--- src/rtl/game_ctrl.sv ---
// Game controller for the runner game: start/run/over sequencing, collision detection,
// BCD score keeping and scroll-speed stepping. All outputs are registered.
module game_ctrl #(
  parameter logic [9:0] DINO_X    = 10'd64,
  parameter logic [9:0] DINO_W    = 10'd20,
  parameter logic [9:0] OBST_W    = 10'd16,
  parameter logic [5:0] CLEAR_H   = 6'd12,
  parameter logic [3:0] SCORE_DIV = 4'd6
) (
  input  logic        CLK,
  input  logic        clrn,
  input  logic        tick,
  input  logic        btn_start,
  input  logic [5:0]  dinosaur_height,
  input  logic [9:0]  obstacle_x,
  input  logic        obstacle_valid,
  output logic        game_status,
  output logic [3:0]  speed,
  output logic [15:0] score,
  output logic        game_over
);

  typedef enum logic [1:0] {StIdle, StRun, StOver} state_e;

  state_e      state_q;
  logic        btn_prev_q;
  logic [3:0]  div_q;
  logic [15:0] score_q;
  logic [3:0]  speed_q;
  logic        status_q;
  logic        over_q;

  logic        start_edge;
  logic [10:0] obst_right;
  logic [10:0] dino_right;
  logic        collision;
  logic        div_wrap;
  logic        score_sat;
  logic [15:0] score_inc;
  logic        carry;
  logic        hundred_roll;

  assign start_edge = btn_start & ~btn_prev_q;

  // Widened to 11 bits so edge-of-screen obstacles cannot wrap into a false overlap.
  assign obst_right = {1'b0, obstacle_x} + {1'b0, OBST_W};
  assign dino_right = {1'b0, DINO_X} + {1'b0, DINO_W};
  assign collision  = obstacle_valid
                    & (obst_right > {1'b0, DINO_X})
                    & ({1'b0, obstacle_x} < dino_right)
                    & (dinosaur_height < CLEAR_H);

  assign div_wrap  = (div_q == (SCORE_DIV - 4'd1));
  assign score_sat = (score_q == 16'h9999);

  always_comb begin
    score_inc = score_q;
    carry     = 1'b1;
    for (int i = 0; i < 4; i++) begin
      if (carry) begin
        if (score_q[4*i +: 4] == 4'd9) begin
          score_inc[4*i +: 4] = 4'd0;
        end else begin
          score_inc[4*i +: 4] = score_q[4*i +: 4] + 4'd1;
          carry               = 1'b0;
        end
      end
    end
  end

  assign hundred_roll = (score_inc[7:0] == 8'h00);

  always_ff @(posedge CLK or negedge clrn) begin
    if (!clrn) begin
      state_q    <= StIdle;
      btn_prev_q <= 1'b0;
      div_q      <= 4'd0;
      score_q    <= 16'h0000;
      speed_q    <= 4'd1;
      status_q   <= 1'b0;
      over_q     <= 1'b0;
    end else begin
      btn_prev_q <= btn_start;
      over_q     <= 1'b0;
      case (state_q)
        StIdle, StOver: begin
          if (start_edge) begin
            state_q  <= StRun;
            status_q <= 1'b1;
            score_q  <= 16'h0000;
            speed_q  <= 4'd1;
            div_q    <= 4'd0;
          end
        end
        StRun: begin
          if (tick) begin
            if (collision) begin
              state_q  <= StOver;
              status_q <= 1'b0;
              over_q   <= 1'b1;
            end else if (div_wrap) begin
              div_q <= 4'd0;
              if (!score_sat) begin
                score_q <= score_inc;
                if (hundred_roll && (speed_q != 4'd15)) begin
                  speed_q <= speed_q + 4'd1;
                end
              end
            end else begin
              div_q <= div_q + 4'd1;
            end
          end
        end
        default: begin
          state_q  <= StIdle;
          status_q <= 1'b0;
        end
      endcase
    end
  end

  assign game_status = status_q;
  assign speed       = speed_q;
  assign score       = score_q;
  assign game_over   = over_q;

endmodule

--- config.mk ---
export PLATFORM = sky130hd
export DESIGN_NAME = game_ctrl
export DESIGN_NICKNAME = d
export VERILOG_FILES = /design/src/rtl/game_ctrl.sv
export SDC_FILE = /design/constraint.sdc
export NUM_CORES = 1
export LEC_CHECK = 0
export CAP_MARGIN = 20
export CORE_MARGIN = 2
export CORE_UTILIZATION = 50
export DETAILED_ROUTE_END_ITERATION = 10
export GPL_TIMING_DRIVEN = 0
export MAX_ROUTING_LAYER = met4
export PLACE_DENSITY = 0.85
export RECOVER_POWER = 50
export SLEW_MARGIN = 0
export SYNTH_ARGS = -nofsm -noshare
export SYNTH_HDL_FRONTEND = slang
export SYNTH_SLANG_ARGS = --single-unit
--- constraint.sdc ---
create_clock -name CLK -period 6.36 [get_ports CLK]
set_clock_uncertainty 0.1 [all_clocks]
set_input_delay 1.272 -clock CLK [delete_from_list [all_inputs] [get_ports CLK]]
set_output_delay 1.272 -clock CLK [all_outputs]
set_load 0.03 [all_outputs]
## After elaboration in Yosys (flattened, before gate mapping)

Index checks and enable logic that the tools add are counted.

- Output and inout bits: 22
- Bits of input ports: 21
- Logic and storage cells: 94
- Bits in registers: 29

- Bitwise logic cells: 5
- Add/sub/neg operators: 7
- Reduce and logical (&&, ||, !) cells: 11
- Equality and inequality tests: 18
- $lt $le $gt $ge: 3
- Muxes and demuxes: 41

Operator list:

| cell | count |
|---|---|
| $mux W16 | 5 |
| $mux W4 | 17 |
| $pmux W16 S2 | 1 |
| $add A4 B1 Y4 const B | 6 |
| $reduce_and A7 Y1 | 3 |
| $ne A2 B2 Y1 const B | 9 |
| $eq A16 B16 Y1 const B | 1 |
| $eq A4 B4 Y1 const B | 4 |
| $pmux W4 S2 | 2 |
| $add A10 B5 Y11 const B | 1 |
| $gt A11 B7 Y1 const B | 1 |
| $mux W1 | 11 |
| $lt A10 B7 Y1 const B | 1 |
| $logic_not A8 Y1 | 1 |
| $lt A6 B4 Y1 const B | 1 |
| $mux W2 | 3 |
| $reduce_and A6 Y1 | 1 |
| $and A1 B1 Y1 | 4 |
| $eq A4 B3 Y1 const B | 1 |
| $ne A4 B4 Y1 const B | 1 |
| $pmux W2 S2 | 1 |
| $reduce_and A4 Y1 | 1 |
| $reduce_and A3 Y1 | 1 |
| $eq A2 B1 Y1 const B | 1 |
| other kinds (7) | 7 |

## Depth between registers and ports, before layout

Gate-level depths: netlist of run 1.

- Depth in word-level cells: 11
- Depth in mapped cells: 10
- Gate-level depth less buffers: 8

## Worst setup path after synthesis of run 1

Ideal clock, no wire load.

- Kind: input to register
- Start: input obstacle_x[0]
- End: register score_q[11], in the netlist score[11]
- Stages: 7
- Setup slack: 3.264 ns
- Data arrival time: 2.930 ns
- Data required time: 6.194 ns
- Path through: or4_4 a31oi_4 or4_4 buf_8 nand3_4 or4b_1 nand2_1

- Cells in the longest elaborated chain, start to end: 7
- Elaborated cells on any way between the ends: 8
- Classes of those cells: 1 x add/sub; 2 x order compare; 1 x eq/ne; 3 x bitwise; 1 x reduce/logical

Ends and longest elaborated chain:

| what | line | source |
|---|---|---|
| start: declaration | 15 | `input logic [9:0] obstacle_x,` |
| $add A10 B5 Y11 | 46 | `assign obst_right = {1'b0, obstacle_x} + {1'b0, OBST_W};` |
| $gt A11 B7 Y1 | 49 | `& (obst_right > {1'b0, DINO_X})` |
| $and A1 B1 Y1 | 49 |  |
| $and A1 B1 Y1 * | 50 | `& ({1'b0, obstacle_x} < dino_right)` |
| $and A1 B1 Y1 * | 51 | `& (dinosaur_height < CLEAR_H);` |
| $ne A2 B2 Y1 (no line) * | n/a |  |
| $reduce_and A7 Y1 (no line) * | n/a |  |
| end signal: assignment | 104 | `score_q <= score_inc;` |
| end: declaration | 28 | `logic [15:0] score_q;` |

Every way passes the cells marked *; elsewhere a longest branch is shown, timed or not.
A chain may end at the register's enable or synchronous reset.

## Final worst setup path of run 1

Same ends and word-level chain as after synthesis.

==> results.sh, run 1 <==
export IMPL_crit_start="obstacle_x[0]"
export IMPL_coreArea_sq_um=3420
export IMPL_finalSetupViolations=0
export IMPL_worstReg2RegEnd="score[11]$_DFFE_PN0P_"
export IMPL_hold_viol=0
export IMPL_gp_congestion=0.808
export IMPL_worst_slack_ns=2.90
export IMPL_die_h_microns=64.2
export IMPL_tns_ns=0
export IMPL_internal_power_mw=0.445
export IMPL_p_sw_mw=0.348
export IMPL_diodes=0
export IMPL_cts_inserted_buffers=5
export IMPL_start_kind="input port"
export IMPL_first_pass_iters=4
export IMPL_async_flop_share_pct=100
export IMPL_start_util_pct=53.1
export IMPL_htreeDepth=2
export IMPL_r2r_cells=8
export IMPL_cts_max_path_buffers=2
export IMPL_grt_max_degree=21
export IMPL_die_x_microns=64.2
export IMPL_maxCapViolCount=0
export IMPL_drive_gt1_share_pct=10.0
export IMPL_worstHoldEndpoint="game_status$_DFFE_PN0P_"
export IMPL_ios=43
export IMPL_ctsResizeCount=0
export IMPL_track_usage_pct=21.1
export IMPL_clk_latency_ns=0.33
export IMPL_ir_drop_mv=0.192
export IMPL_fin_nets=268
export IMPL_synthCells=190
export IMPL_hold_ws_ns=0.393
export IMPL_clkPwrFrac_pct=14.9
export IMPL_p_leak_nw=0.983
export IMPL_portBuffers=40
export IMPL_ff2ff_setup_slack_ns=3.83
export IMPL_path_clk_slew_ns=0.08
export IMPL_synth_area_sq_um=1810
export IMPL_maxSlewHeadroom_pct=27.2
export IMPL_crit_required_ns=6.53
export IMPL_swShare_pct=43.9
export IMPL_crit_path_end_kind="register"
export IMPL_fin_util_pct=67.8
export IMPL_dieArea_sq_um=4120
export IMPL_yosys_top_cells_area="dfrtp_1 (39%), ha_1 (6.2%), nand2_1 (5.2%), o21ai_0 (4.4%), o41ai_1 (2.9%)"
export IMPL_yosys_most_used_dff="dfrtp_1"
export IMPL_p_per_area_nw_per_um2=342
export IMPL_cts_hold_buf=0
export IMPL_numClockSinks=29
export IMPL_cts_root_buf="clkbuf_4"
export IMPL_grt_pass1_wl_mm=6.57
export IMPL_areaGrowthSynthToFinish_pct=27.7
export IMPL_synth_nets=220
export IMPL_detail_route_wl_per_cell_microns=13.8
export IMPL_path_max_fanout=8
export IMPL_synth_top_area_share_pct=38.6
export IMPL_antenna_left=0
export IMPL_wl_mm=3.94
export IMPL_fin_crit_ns=3.46
export IMPL_synth_top_area_cell="dfrtp_1"
export IMPL_routed_via_density=5.64
export IMPL_rsz0062_at_grt="false"
export IMPL_yosys_warnings=0
export IMPL_cts_setup_buffers=0
export IMPL_row_count=21
export IMPL_syn_area_per_cell_sq_um=9.54
export IMPL_outcome="completed"
export IMPL_fillers=295
export IMPL_fin_crit_sh_pct=54.4
export IMPL_antenna_found_initial=0
export IMPL_min_from="game_status$_DFFE_PN0P_"
export IMPL_clock_fmax_ghz=0.289
export IMPL_hold_path_class="reg2reg"
export IMPL_worstPathArrival_ns=3.63
export IMPL_synth_edf_count=0
export IMPL_synth_cell_types=51
export IMPL_tightest_slew_ns=1.09
export IMPL_dp_hpwl_mm=2.92
export IMPL_crit_type="in2reg"
export IMPL_grt_overflow=0
export IMPL_r2r_start="score[0]$_DFFE_PN0P_"
export IMPL_synth_seq_cells=29
export IMPL_cts_tree="done"
export IMPL_yosysSeqAreaShare_pct=40.1
export IMPL_sequentialPowerShare_pct=37.6
export IMPL_drc=0
export IMPL_grt_pass1_vias=1425
export IMPL_pwr_share_comb_pct=47.6
export IMPL_whs_path_depth=1
export IMPL_dp_slack_ns=2.71
export IMPL_final_max_slew_violation_count=0
export IMPL_vias=1606
export IMPL_drt_iter0_markers=138
power groups by stage:
stage	combinational, mW	clock (mW)	sequential, mW
after global placement	0.374	0	0.297
final	0.377	0.118	0.298
after detailed placement	0.384	0	0.301
after CTS	0.387	0.122	0.298
after global routing	0.412	0.132	0.306
after floorplan	0.189	0	0.356
critical path, stage by stage:
cell and delay, ns:
clkdlybuf4s50_1 0.39, or4_2 0.65, a31oi_1 0.27, or4_4 0.19
buf_8 0.13, nand3_4 0.11, or4b_1 0.53, nand2_1 0.08
cells in the mapped netlist, types with 2 or more instances:
| cell | count |
|---|---|
| clkbuf_1 | 3 |
| o41ai_1 | 6 |
| nor4_1 | 2 |
| and3_1 | 2 |
| o31ai_1 | 6 |
| nand3_1 | 8 |
| nor2_1 | 8 |
| dfrtp_1 | 28 |
| o21ai_1 | 4 |
| o21ai_0 | 16 |
| nand3b_1 | 5 |
| a31o_2 | 2 |
| a21oi_1 | 7 |
| inv_1 | 12 |
| o211ai_1 | 3 |
| or3_1 | 4 |
| and2_1 | 2 |
| nor2b_1 | 4 |
| nand4b_1 | 2 |
| or4_4 | 2 |
| nor3_1 | 2 |
| ha_1 | 9 |
| nand2_1 | 25 |
worst max path at each step:
| stage | to | slack [ns] | cells after the start |
|---|---|---|---|
| 2_1_floorplan | score[11]$_DFFE_PN0P_ | 3.26 | 7 |
| 3_3_place_gp | score[11]$_DFFE_PN0P_ | 2.73 | 8 |
| 3_5_place_dp | score[11]$_DFFE_PN0P_ | 2.71 | 8 |
| 4_1_cts | score[11]$_DFFE_PN0P_ | 3.06 | 8 |
| 5_1_grt | score[14]$_DFFE_PN0P_ | 2.77 | 7 |
| 6_report | score[11]$_DFFE_PN0P_ | 2.90 | 8 |
stage by stage:
step                std cells  cell area, sq um  power [mW]
floorplan                 190              1810       0.545
global placement          276              2270       0.672
detailed placement        277              2300       0.685
CTS                       285              2360       0.807
global route              285              2320       0.851
finish                    285              2320       0.793
metal layers:
metal	global-route usage [%]	wire, microns
met2	33.6	1920
met1	26.0	1800
met3	5.81	193
met4	7.18	27
met5	-	0
final cells by class:
type                            count  area (sq um)  area share, %
Multi-Input combinational cell    143           978           42.2
Timing Repair Buffer               41           404           17.5
Sequential cell                    29           727           31.4
Inverter                           12          45.0           1.94
Tap cell                           46          57.6           2.49
Buffer                              6          45.0           1.94
Clock buffer                        8          58.8           2.54
placed cells by master (no fill, tap or decap), drive strengths merged, types with 2 or more instances in the layout:
master / synthesis / layout
nor4: 2 / 2
dlygate4sd3: 0 / 9
or3: 4 / 4
nand4: 3 / 3
and3: 2 / 2
ha: 9 / 9
a22oi: 2 / 2
or4: 2 / 2
buf: 3 / 3
o211ai: 3 / 3
nor2b: 4 / 4
and2: 2 / 2
clkdlybuf4s50: 0 / 31
nor2: 8 / 8
nand3b: 5 / 5
nand4b: 2 / 2
nand2b: 2 / 2
clkbuf: 3 / 12
a31o: 3 / 3
nand3: 10 / 10
o31ai: 7 / 7
inv: 12 / 12
o41ai: 6 / 6
or3b: 2 / 2
dfrtp: 28 / 28
a21oi: 7 / 7
nand2: 25 / 25
nor3: 2 / 2
o21ai: 20 / 20
registers in the layout, summed over array words and instances (netlist names):
name / cells
btn_prev_q: 1
score: 16
game_over: 1
state_q: 2
game_status: 1
div_q: 4
speed: 4
cells by family after synthesis:
| kind of cell | after synthesis | synth area share [%] |
|---|---|---|
| AND/OR/NAND/NOR | 79 | 26.2 |
| AO/OA/AOI/OAI | 54 | 21.9 |
| flip-flops | 29 | 40.1 |
| buffers and inverters | 18 | 4.97 |
| adder cells (fa/ha/maj) | 9 | 6.21 |
| multiplexers | 1 | 0.621 |
Power figures use the tool's default switching activity.
==> inputs of run 2 (changes only) <==
clock period = 3.3 ns   (was 6.36 ns; I/O delays follow)
==> results of run 2 <==
Same layout as run 1 (identical final DEF). Status: completed.
Among the figures that moved: setup slack after placement 2.71 ns -> 0.265 ns; setup slack after layout 2.90 ns -> 0.452 ns; register-to-register setup slack 3.83 ns -> 0.77 ns; total power 0.793 mW -> 1.53 mW; worst IR drop on VDD 0.192 mV -> 0.370 mV
